## config.mk

```make
export PLATFORM = sky130hd
export DESIGN_NAME = uart_cmd_decode_flat
export DESIGN_NICKNAME = d
export VERILOG_FILES = /design/src/rtl/uart_cmd_decode_pkg.sv /design/src/rtl/uart_cmd_decode_if.sv /design/src/rtl/uart_cmd_decode.sv /design/src/flat_wrapper.sv
export SDC_FILE = /design/constraint.sdc
export NUM_CORES = 1
export LEC_CHECK = 0
export ABC_AREA = 1
export CAP_MARGIN = 10
export CELL_PAD_IN_SITES_DETAIL_PLACEMENT = 0
export CELL_PAD_IN_SITES_GLOBAL_PLACEMENT = 1
export CORE_MARGIN = 4
export CORE_UTILIZATION = 36
export DETAILED_ROUTE_END_ITERATION = 16
export DONT_BUFFER_PORTS = 1
export GPL_TIMING_DRIVEN = 0
export MAX_ROUTING_LAYER = met4
export PLACE_DENSITY_LB_ADDON = 0.25
export SLEW_MARGIN = 40
export SYNTH_ARGS = -nofsm -noshare
export SYNTH_HDL_FRONTEND = slang
export SYNTH_SLANG_ARGS = --single-unit
```

## constraint.sdc

```tcl
create_clock -name clk -period 4.1 [get_ports clk]
set_clock_uncertainty 0.15 [all_clocks]
set_input_delay 0.41 -clock clk [delete_from_list [all_inputs] [get_ports clk]]
set_output_delay 0.41 -clock clk [all_outputs]
set_load 0.02 [all_outputs]
```

## src/rtl/uart_cmd_decode_pkg.sv

```systemverilog
// Shared types and constants for the UART command decoder.
// Holds the FSM state encoding, the default command bytes, and the
// byte-time figure the SDRAM top uses to size the inter-byte timeout.
package uart_cmd_pkg;

   typedef enum logic [1:0] {
      IDLE  = 2'd0,
      WDATA = 2'd1,
      WTRIG = 2'd2
   } state_t;

   localparam logic [7:0] CMD_WR = 8'h55;
   localparam logic [7:0] CMD_RD = 8'hAA;

   // One 10-bit UART character at 9600 baud on a 50 MHz system clock.
   localparam int SYS_CLK_HZ    = 50_000_000;
   localparam int UART_BAUD     = 9600;
   localparam int BYTE_CYC_9600 = (SYS_CLK_HZ / UART_BAUD) * 10;

   // Clock cycles spanned by n_bytes back-to-back UART characters.
   function automatic int byte_gap_cycles(input int clk_hz, input int baud, input int n_bytes);
      return (clk_hz / baud) * 10 * n_bytes;
   endfunction

endpackage

```

## src/rtl/uart_cmd_decode_if.sv

```systemverilog
// Byte-in / SDRAM-control-out bundle between uart_rx, the command
// decoder, the write FIFO and the SDRAM controller.
// master drives received bytes and the busy flag; slave is the decoder.
interface uart_cmd_if;

   logic [7:0] rx_data;
   logic       po_flag;
   logic       sdram_busy;
   logic       wfifo_wr_en;
   logic [7:0] wfifo_data;
   logic       wfifo_clr;
   logic       wr_trig;
   logic       rd_trig;
   logic       busy;
   logic       frame_err;

   modport master (
      output rx_data, po_flag, sdram_busy,
      input  wfifo_wr_en, wfifo_data, wfifo_clr, wr_trig, rd_trig, busy, frame_err
   );

   modport slave (
      input  rx_data, po_flag, sdram_busy,
      output wfifo_wr_en, wfifo_data, wfifo_clr, wr_trig, rd_trig, busy, frame_err
   );

endinterface

```

## src/rtl/uart_cmd_decode.sv

```systemverilog
// Byte-level host command parser sitting behind uart_rx.
// A WR_CMD header opens a frame of BURST_LEN data bytes that are pushed
// into the SDRAM write FIFO, followed by a one-cycle write trigger.
// RD_CMD fires a read trigger. Commands arriving while the SDRAM
// controller is busy are dropped and flagged; a stalled frame is
// aborted after TIMEOUT_CYC idle clocks and the FIFO is flushed.
module uart_cmd_decode
   import uart_cmd_pkg::*;
#(
   parameter int         BURST_LEN   = 4,
   parameter logic [7:0] WR_CMD      = CMD_WR,
   parameter logic [7:0] RD_CMD      = CMD_RD,
   // About two character times at 9600 baud (see BYTE_CYC_9600).
   parameter int         TIMEOUT_CYC = 100000
)(
   input  logic       clk,
   input  logic       rst,
   uart_cmd_if.slave  bus
);

   localparam int BW = $clog2(BURST_LEN + 1);
   localparam int TW = $clog2(TIMEOUT_CYC);

   localparam logic [BW-1:0] LAST_BYTE = BW'(BURST_LEN - 1);
   localparam logic [TW-1:0] TO_LAST   = TW'(TIMEOUT_CYC - 1);

   state_t          state_reg;
   logic [BW-1:0]   byte_cnt_reg;
   logic [TW-1:0]   to_cnt_reg;

   logic            wfifo_wr_en_reg;
   logic [7:0]      wfifo_data_reg;
   logic            wfifo_clr_reg;
   logic            wr_trig_reg;
   logic            rd_trig_reg;
   logic            busy_reg;
   logic            frame_err_reg;

   logic            is_wr_cmd;
   logic            is_rd_cmd;

   assign is_wr_cmd = (bus.rx_data == WR_CMD);
   assign is_rd_cmd = (bus.rx_data == RD_CMD);

   assign bus.wfifo_wr_en = wfifo_wr_en_reg;
   assign bus.wfifo_data  = wfifo_data_reg;
   assign bus.wfifo_clr   = wfifo_clr_reg;
   assign bus.wr_trig     = wr_trig_reg;
   assign bus.rd_trig     = rd_trig_reg;
   assign bus.busy        = busy_reg;
   assign bus.frame_err   = frame_err_reg;

   // Command FSM with its byte and timeout counters; every output is a register.
   always_ff @(posedge clk) begin
      if (rst) begin
         state_reg       <= IDLE;
         byte_cnt_reg    <= '0;
         to_cnt_reg      <= '0;
         wfifo_wr_en_reg <= 1'b0;
         wfifo_data_reg  <= 8'h00;
         wfifo_clr_reg   <= 1'b0;
         wr_trig_reg     <= 1'b0;
         rd_trig_reg     <= 1'b0;
         busy_reg        <= 1'b0;
         frame_err_reg   <= 1'b0;
      end else begin
         // Pulse outputs default low so each event yields a single cycle.
         wfifo_wr_en_reg <= 1'b0;
         wfifo_clr_reg   <= 1'b0;
         wr_trig_reg     <= 1'b0;
         rd_trig_reg     <= 1'b0;
         frame_err_reg   <= 1'b0;

         case (state_reg)
            // WTRIG shares the IDLE byte rules so a command landing right
            // after the last data byte is still honoured.
            IDLE, WTRIG: begin
               if (state_reg == WTRIG) begin
                  wr_trig_reg <= 1'b1;
               end
               state_reg <= IDLE;
               busy_reg  <= 1'b0;
               if (bus.po_flag && (is_wr_cmd || is_rd_cmd)) begin
                  if (bus.sdram_busy) begin
                     frame_err_reg <= 1'b1;
                  end else if (is_wr_cmd) begin
                     state_reg    <= WDATA;
                     busy_reg     <= 1'b1;
                     byte_cnt_reg <= '0;
                     to_cnt_reg   <= '0;
                  end else begin
                     rd_trig_reg <= 1'b1;
                  end
               end
            end

            // Payload bytes are pushed verbatim; command codes carry no
            // meaning here and sdram_busy is left to the FIFO to absorb.
            WDATA: begin
               if (bus.po_flag) begin
                  wfifo_wr_en_reg <= 1'b1;
                  wfifo_data_reg  <= bus.rx_data;
                  byte_cnt_reg    <= byte_cnt_reg + BW'(1);
                  to_cnt_reg      <= '0;
                  if (byte_cnt_reg == LAST_BYTE) begin
                     state_reg <= WTRIG;
                  end
               end else if (to_cnt_reg == TO_LAST) begin
                  wfifo_clr_reg <= 1'b1;
                  frame_err_reg <= 1'b1;
                  state_reg     <= IDLE;
                  busy_reg      <= 1'b0;
               end else begin
                  to_cnt_reg <= to_cnt_reg + TW'(1);
               end
            end

            default: begin
               state_reg <= IDLE;
               busy_reg  <= 1'b0;
            end
         endcase
      end
   end

endmodule

```

## src/flat_wrapper.sv

```systemverilog
// flat-port wrapper written by rule: the top's interface ports become plain ports
module uart_cmd_decode_flat import uart_cmd_pkg::*;
#(
   parameter int         BURST_LEN   = 4,
   parameter logic [7:0] WR_CMD      = CMD_WR,
   parameter logic [7:0] RD_CMD      = CMD_RD,
                                                                 
   parameter int         TIMEOUT_CYC = 100000
)
  (clk, rst, bus_rx_data, bus_po_flag, bus_sdram_busy, bus_wfifo_wr_en, bus_wfifo_data, bus_wfifo_clr, bus_wr_trig, bus_rd_trig, bus_busy, bus_frame_err);
  uart_cmd_if bus_i ();
  input  logic clk;
  input  logic rst;
  input wire logic [$bits(bus_i.rx_data)-1:0] bus_rx_data;
  input wire logic [$bits(bus_i.po_flag)-1:0] bus_po_flag;
  input wire logic [$bits(bus_i.sdram_busy)-1:0] bus_sdram_busy;
  output wire logic [$bits(bus_i.wfifo_wr_en)-1:0] bus_wfifo_wr_en;
  output wire logic [$bits(bus_i.wfifo_data)-1:0] bus_wfifo_data;
  output wire logic [$bits(bus_i.wfifo_clr)-1:0] bus_wfifo_clr;
  output wire logic [$bits(bus_i.wr_trig)-1:0] bus_wr_trig;
  output wire logic [$bits(bus_i.rd_trig)-1:0] bus_rd_trig;
  output wire logic [$bits(bus_i.busy)-1:0] bus_busy;
  output wire logic [$bits(bus_i.frame_err)-1:0] bus_frame_err;
  assign bus_i.rx_data = bus_rx_data;
  assign bus_i.po_flag = bus_po_flag;
  assign bus_i.sdram_busy = bus_sdram_busy;
  assign bus_wfifo_wr_en = bus_i.wfifo_wr_en;
  assign bus_wfifo_data = bus_i.wfifo_data;
  assign bus_wfifo_clr = bus_i.wfifo_clr;
  assign bus_wr_trig = bus_i.wr_trig;
  assign bus_rd_trig = bus_i.rd_trig;
  assign bus_busy = bus_i.busy;
  assign bus_frame_err = bus_i.frame_err;
  uart_cmd_decode #(.BURST_LEN(BURST_LEN), .WR_CMD(WR_CMD), .RD_CMD(RD_CMD), .TIMEOUT_CYC(TIMEOUT_CYC)) u_core (.clk(clk), .rst(rst), .bus(bus_i));
endmodule
```

After elaboration in Yosys (flattened, before gate mapping)
Cells that the tools add are included.
{"block": "classes", "bitwise": 3, "reduce_logical": 13, "n_mux": 32, "eq_ne": 15, "add_sub_neg": 2}
{"operator": "2-to-1 mux 17 bit", "n": 5}
{"operator": "case mux 17 bit (2 select lines)", "n": 1}
{"operator": "adder 17 x 1 -> 17 bit (second input constant)", "n": 1}
{"operator": "equality test 17 bit (second input constant)", "n": 1}
{"operator": "2-to-1 mux 1 bit", "n": 13}
{"operator": "2-to-1 mux 3 bit", "n": 4}
{"operator": "2-to-1 mux 2 bit", "n": 5}
{"operator": "AND reduction 5 bit", "n": 2}
{"operator": "equality test 8 x 7 -> 1 bit (second input constant)", "n": 1}
{"operator": "equality test 8 bit (second input constant)", "n": 1}
{"operator": "!= test 2 x 1 -> 1 bit (second input constant)", "n": 3}
{"operator": "!= test 2 bit (second input constant)", "n": 3}
{"operator": "!= test 3 x 2 -> 1 bit (second input constant)", "n": 2}
{"operator": "case mux 3 bit (2 select lines)", "n": 1}
{"operator": "AND reduction 2 bit", "n": 3}
{"operator": "OR reduction 2 bit", "n": 3}
{"operator": "case mux 1 bit (2 select lines)", "n": 2}
{"operator": "case mux 2 bit (2 select lines)", "n": 1}
{"operator": "OR reduction 4 bit", "n": 1}
{"operator": "adder 3 x 1 -> 3 bit (second input constant)", "n": 1}
{"operator": "equality test 3 x 2 -> 1 bit (second input constant)", "n": 1}
{"operator": "!= test 3 bit (second input constant)", "n": 1}
{"operator": "inverter 1 bit", "n": 3}
{"operator": "equality test 2 x 1 -> 1 bit (second input constant)", "n": 1}
{"operator": "other kinds (5)", "n": 5}
{"block": "word_totals", "ff_bits": 36, "wordCells": 75}

Longest topological paths before layout
{"block": "depth", "depth_word": 5, "ltp_mapped": 9, "depth_no_buf": 9}

Worst setup path before layout
No wires, ideal clock.
{"block": "synth_path", "path_type": "reg2reg", "startpoint": "register u_core.to_cnt_reg[1]", "endpoint": "register u_core.to_cnt_reg[0]", "arrival_time_ps": 1342, "slack_ps": 2493, "n_path_buf": 0, "required_ps": 3834, "stages_incl_launch_ff": 8, "path_cell_list": "dfxtp_1 ha_1 nand2_2 nor2_2 nand3_4 and2_2 o21ai_0 nor2_1"}
{"block": "synth_between", "elab_chain_len": 3}
{"item": "from (decl)", "line": "uart_cmd_decode.sv:29", "text": "logic [TW-1:0] to_cnt_reg;"}
{"item": "from (signal assigned)", "line": "uart_cmd_decode.sv:114", "text": "to_cnt_reg <= to_cnt_reg + TW'(1);"}
{"item": "equality test 17 bit", "line": "uart_cmd_decode.sv:108", "text": "end else if (to_cnt_reg == TO_LAST) begin"}
{"item": "!= test 3 bit (no line)"}
{"item": "AND reduction 5 bit (no line)"}
No other way between the ends.
A chain may end at the register's enable or synchronous reset.

Worst setup path after layout
{"block": "layout_path", "startpoint": "register u_core.to_cnt_reg[0]", "endpoint": "register u_core.to_cnt_reg[2]"}
{"block": "layout_between", "elab_chain_len": 4, "elab_cells_between_ends": 7, "cone_classes": "1 x add/sub; 2 x eq/ne; 3 x mux; 1 x reduce/logical"}
{"item": "adder 17 x 1 -> 17 bit", "line": "uart_cmd_decode.sv:114"}
{"item": "2-to-1 mux 17 bit", "line": "uart_cmd_decode.sv:108"}
{"item": "2-to-1 mux 17 bit", "line": "uart_cmd_decode.sv:100", "text": "if (bus.po_flag) begin"}
{"item": "case mux 17 bit (2 select lines)", "line": "uart_cmd_decode.sv:74", "text": "case (state_reg)"}
Several ways; a longest one is shown, not always the timed one. The select of a mux whose other input is x is not followed.

==> flow_metrics.py <==
metrics = {
    "outcome": {
        "status": "completed",
    },
    "logic_synthesis": {
        "post-synth-top-count-cell": "nand2_1",
        "synth-warning-count": 0,
        "synth_common_cells": "nand2_1 (54), nor2_1 (43), dfxtp_1 (36)",
        "synthDistinctLibCells": 30,
        "synthSimpleGateAreaFrac_pct": 39.2,
        "synth-compound-area-share_pct": 12.4,
        "synthCells": 275,
        "post_synth.cell_area_avg_um2": 6.90,
        "synth.area.top_cells": "dfxtp_1 (38%), nand2_1 (11%), nor2_1 (8.5%)",
        "synthArstFlopShare_pct": 0,
        "synth_top_family_by_area": "simple AND/OR/NAND/NOR gates",
        "synth_fp_nets": 290,
        "synth.area.mux_share_pct": 0,
        "syn-cell-area_um2": 1900,
        "seq_area_frac_synth_pct": 38.0,
        "ys_ff_latch": 36,
        "synth_edf_count": 0,
        "yosys.area.top_type": "dfxtp_1",
        "synthAdderAreaFrac_pct": 1.98,
        "synth_flop_cell": "dfxtp_1",
        "synth_top_cell_area_share_pct": 38.0,
        "synth_xor_area_share_pct": 0.461,
    },
    "placed_design": {
        "port_buffers": 0,
        "gp_congestion": 0.860,
        "post-dp-hpwl_um": 3670,
    },
    "timing": {
        "maxSlewHeadroom_pct": 69.3,
        "fmax_mhz": 517,
        "slew_violations": 0,
        "tightest_slew_ps": 460,
        "post-route-min-period_ps": 1930,
        "finalSetupViolations": 0,
        "fin_crit_sh_pct": 47.1,
        "setup_tns_ps": 0,
        "rsz0062_at_grt": "no",
        "hold_violations": 0,
    },
    "detailed_routing": {
        "drt_iter0_markers": 85,
        "wl_um": 4910,
        "drt-pass1-iter-count": 4,
        "post-route-drc-count": 0,
        "wl_met1_um": 2260,
        "maxUsedRoutingLayer": "met4",
        "drtAntennaViolNets": 0,
        "vias_per_cell": 5.07,
        "route.met3.wl_um": 269,
        "vias": 1789,
        "avgRoutedWirePerCell_um": 13.9,
        "wl_met2_um": 2300,
    },
    "worst_setup_path": {
        "regToRegSetupSlack_ps": 2170,
        "crit_slowest_cell": "dfxtp_1",
        "critical_path_required_ps": 4170,
        "r2r-start": "u_core.to_cnt_reg[0]$_SDFFE_PP0P_",
        "cp-start-kind": "register",
        "path_max_fanout": 10,
        "critPathMaxStageDelay_ps": 380,
        "r2r_end": "u_core.to_cnt_reg[2]$_SDFFE_PP0P_",
        "crit_type": "register to register",
        "end_kind": "register",
        "rr_worst_depth": 7,
        "cp.arrival_ps": 2000,
        "crit_chain": "ha_1 -> nand2_2 -> nor2_2 -> nand3_4 -> a21boi_4 -> nand2_1 -> a21oi_1",
    },
    "power_and_ir_drop": {
        "p_leak_uw": 0.000782,
        "power.density_nw_per_um2": 326,
        "power.total_uw": 681,
        "peakVddDrop_v": 0.000185,
    },
    "cts": {
        "post_cts_buffers": 0,
        "cts_root_buf": "clkbuf_8",
        "clk_latency_ps": 300,
        "cts_resized": 0,
        "htreeDepth": 2,
        "clk_pin_slew_ps": 80,
        "cts_made_buffers": 5,
        "cts_tree": "done",
        "hold_buffers": 0,
        "cts.path.max_buffers": 2,
        "cts.sinks": 36,
    },
    "final_layout": {
        "drive_gt1_share_pct": 11.0,
        "antennaDiodeCount": 0,
        "nets": 297,
        "syn_to_final_growth_pct": 10.3,
        "largest_reg_flops": 17,
    },
    "die": {
        "die_x_um": 80.6,
        "num_io_pins": 26,
        "die_area_um2": 6500,
        "floorplan.core_area_um2": 5110,
        "die_y_um": 80.6,
        "initial_core_util_pct": 37.2,
        "rows": 26,
    },
    "min_path": {
        "holdCritPathClass": "primary input to register",
        "hp-start": "bus_sdram_busy",
        "hold_path_depth": 1,
        "whs_endpoint": "u_core.bus.rd_trig$_SDFF_PP0_",
    },
    "global_route": {
        "grt_max_degree": 12,
        "gr-total-overflow": 0,
        "antenna_found_initial": 0,
        "grt_pass1_vias": 1769,
        "grt_usage_pct": 17.7,
        "grt_pass1_wl_um": 8610,
    },
    "run": {
        "drv_cap": 0,
    },
}
## layout by cell type (no fill, tap or decap), types with 3 or more instances in the layout
master / instances
nand2_1: 54
nor2_1: 43
dfxtp_1: 36
nand3_1: 27
inv_1: 24
a21oi_1: 22
o21ai_0: 18
nand4_1: 13
nand2_2: 5
nor3_1: 5
clkbuf_8: 5
nor2_2: 4
ha_1: 3
## final cells by class
| cell class | count | area, um2 |
|---|---|---|
| well taps | 70 | 87.6 |
| clock buffers | 6 | 72.6 |
| fillers | 564 | 3010 |
| multi-input cells | 206 | 1020 |
| clock inverters | 2 | 35.0 |
| inverters | 27 | 104 |
| plain buffers | 6 | 48.8 |
| flip-flops and latches | 36 | 721 |
## through the flow
step / cell area (um2) / cells / hold slack [ps] / utilization [%] / setup WS, ps
floorplan: 1900 / 275 / 282 / - / 2490
global placement: 1990 / 345 / 302 / 38.9 / 2230
detailed placement: 1990 / 345 / 299 / 38.9 / 2180
CTS: 2090 / 353 / 32.6 / 41.0 / 2160
global route: 2090 / 353 / 30.7 / 41.0 / 1980
finish: 2090 / 353 / 42.3 / 41.0 / 2170
## worst max-delay path: cells and delay by family, from the launching register on
family | cells | cell delay (ps)
simple gates | 4 | 580
fa+ha+maj | 1 | 270
flops | 1 | 380
compound gates | 2 | 470
## worst max-delay path by stage
stage | from | to | slack (ps) | depth (start not counted)
2_1_floorplan | u_core.to_cnt_reg[1]$_SDFFE_PP0P_ | u_core.to_cnt_reg[0]$_SDFFE_PP0P_ | 2490 | 7
3_5_place_dp | u_core.to_cnt_reg[1]$_SDFFE_PP0P_ | u_core.to_cnt_reg[2]$_SDFFE_PP0P_ | 2180 | 7
6_report | u_core.to_cnt_reg[0]$_SDFFE_PP0P_ | u_core.to_cnt_reg[2]$_SDFFE_PP0P_ | 2170 | 7
5_1_grt | u_core.to_cnt_reg[0]$_SDFFE_PP0P_ | u_core.to_cnt_reg[12]$_SDFFE_PP0P_ | 1980 | 7
3_3_place_gp | u_core.to_cnt_reg[0]$_SDFFE_PP0P_ | u_core.to_cnt_reg[8]$_SDFFE_PP0P_ | 2230 | 7
4_1_cts | u_core.to_cnt_reg[0]$_SDFFE_PP0P_ | u_core.to_cnt_reg[2]$_SDFFE_PP0P_ | 2160 | 7
## where the power goes
part	leakage [uW]	internal [uW]	total (uW)	switching, uW
clock	0.0000552	181	315	134
combinational	0.000437	5.58	17.0	11.5
sequential	0.000290	350	350	0.222
## routing by layer
| metal | track usage, % | up-vias |
|---|---|---|
| li1 | - | 925 |
| met2 | 28.2 | 44 |
| met3 | 3.14 | 7 |
| met1 | 22.7 | 813 |
| met5 | - | - |
| met4 | 5.57 | 0 |
## cell families after synthesis
family | after synthesis
xor gates and xnor gates | 1
buffers and inverters | 33
adders and majority gates | 3
and+or+nand+nor | 159
AOI/OAI and AO/OA | 43
DFF | 36
(Power assumes the default switching activity.)
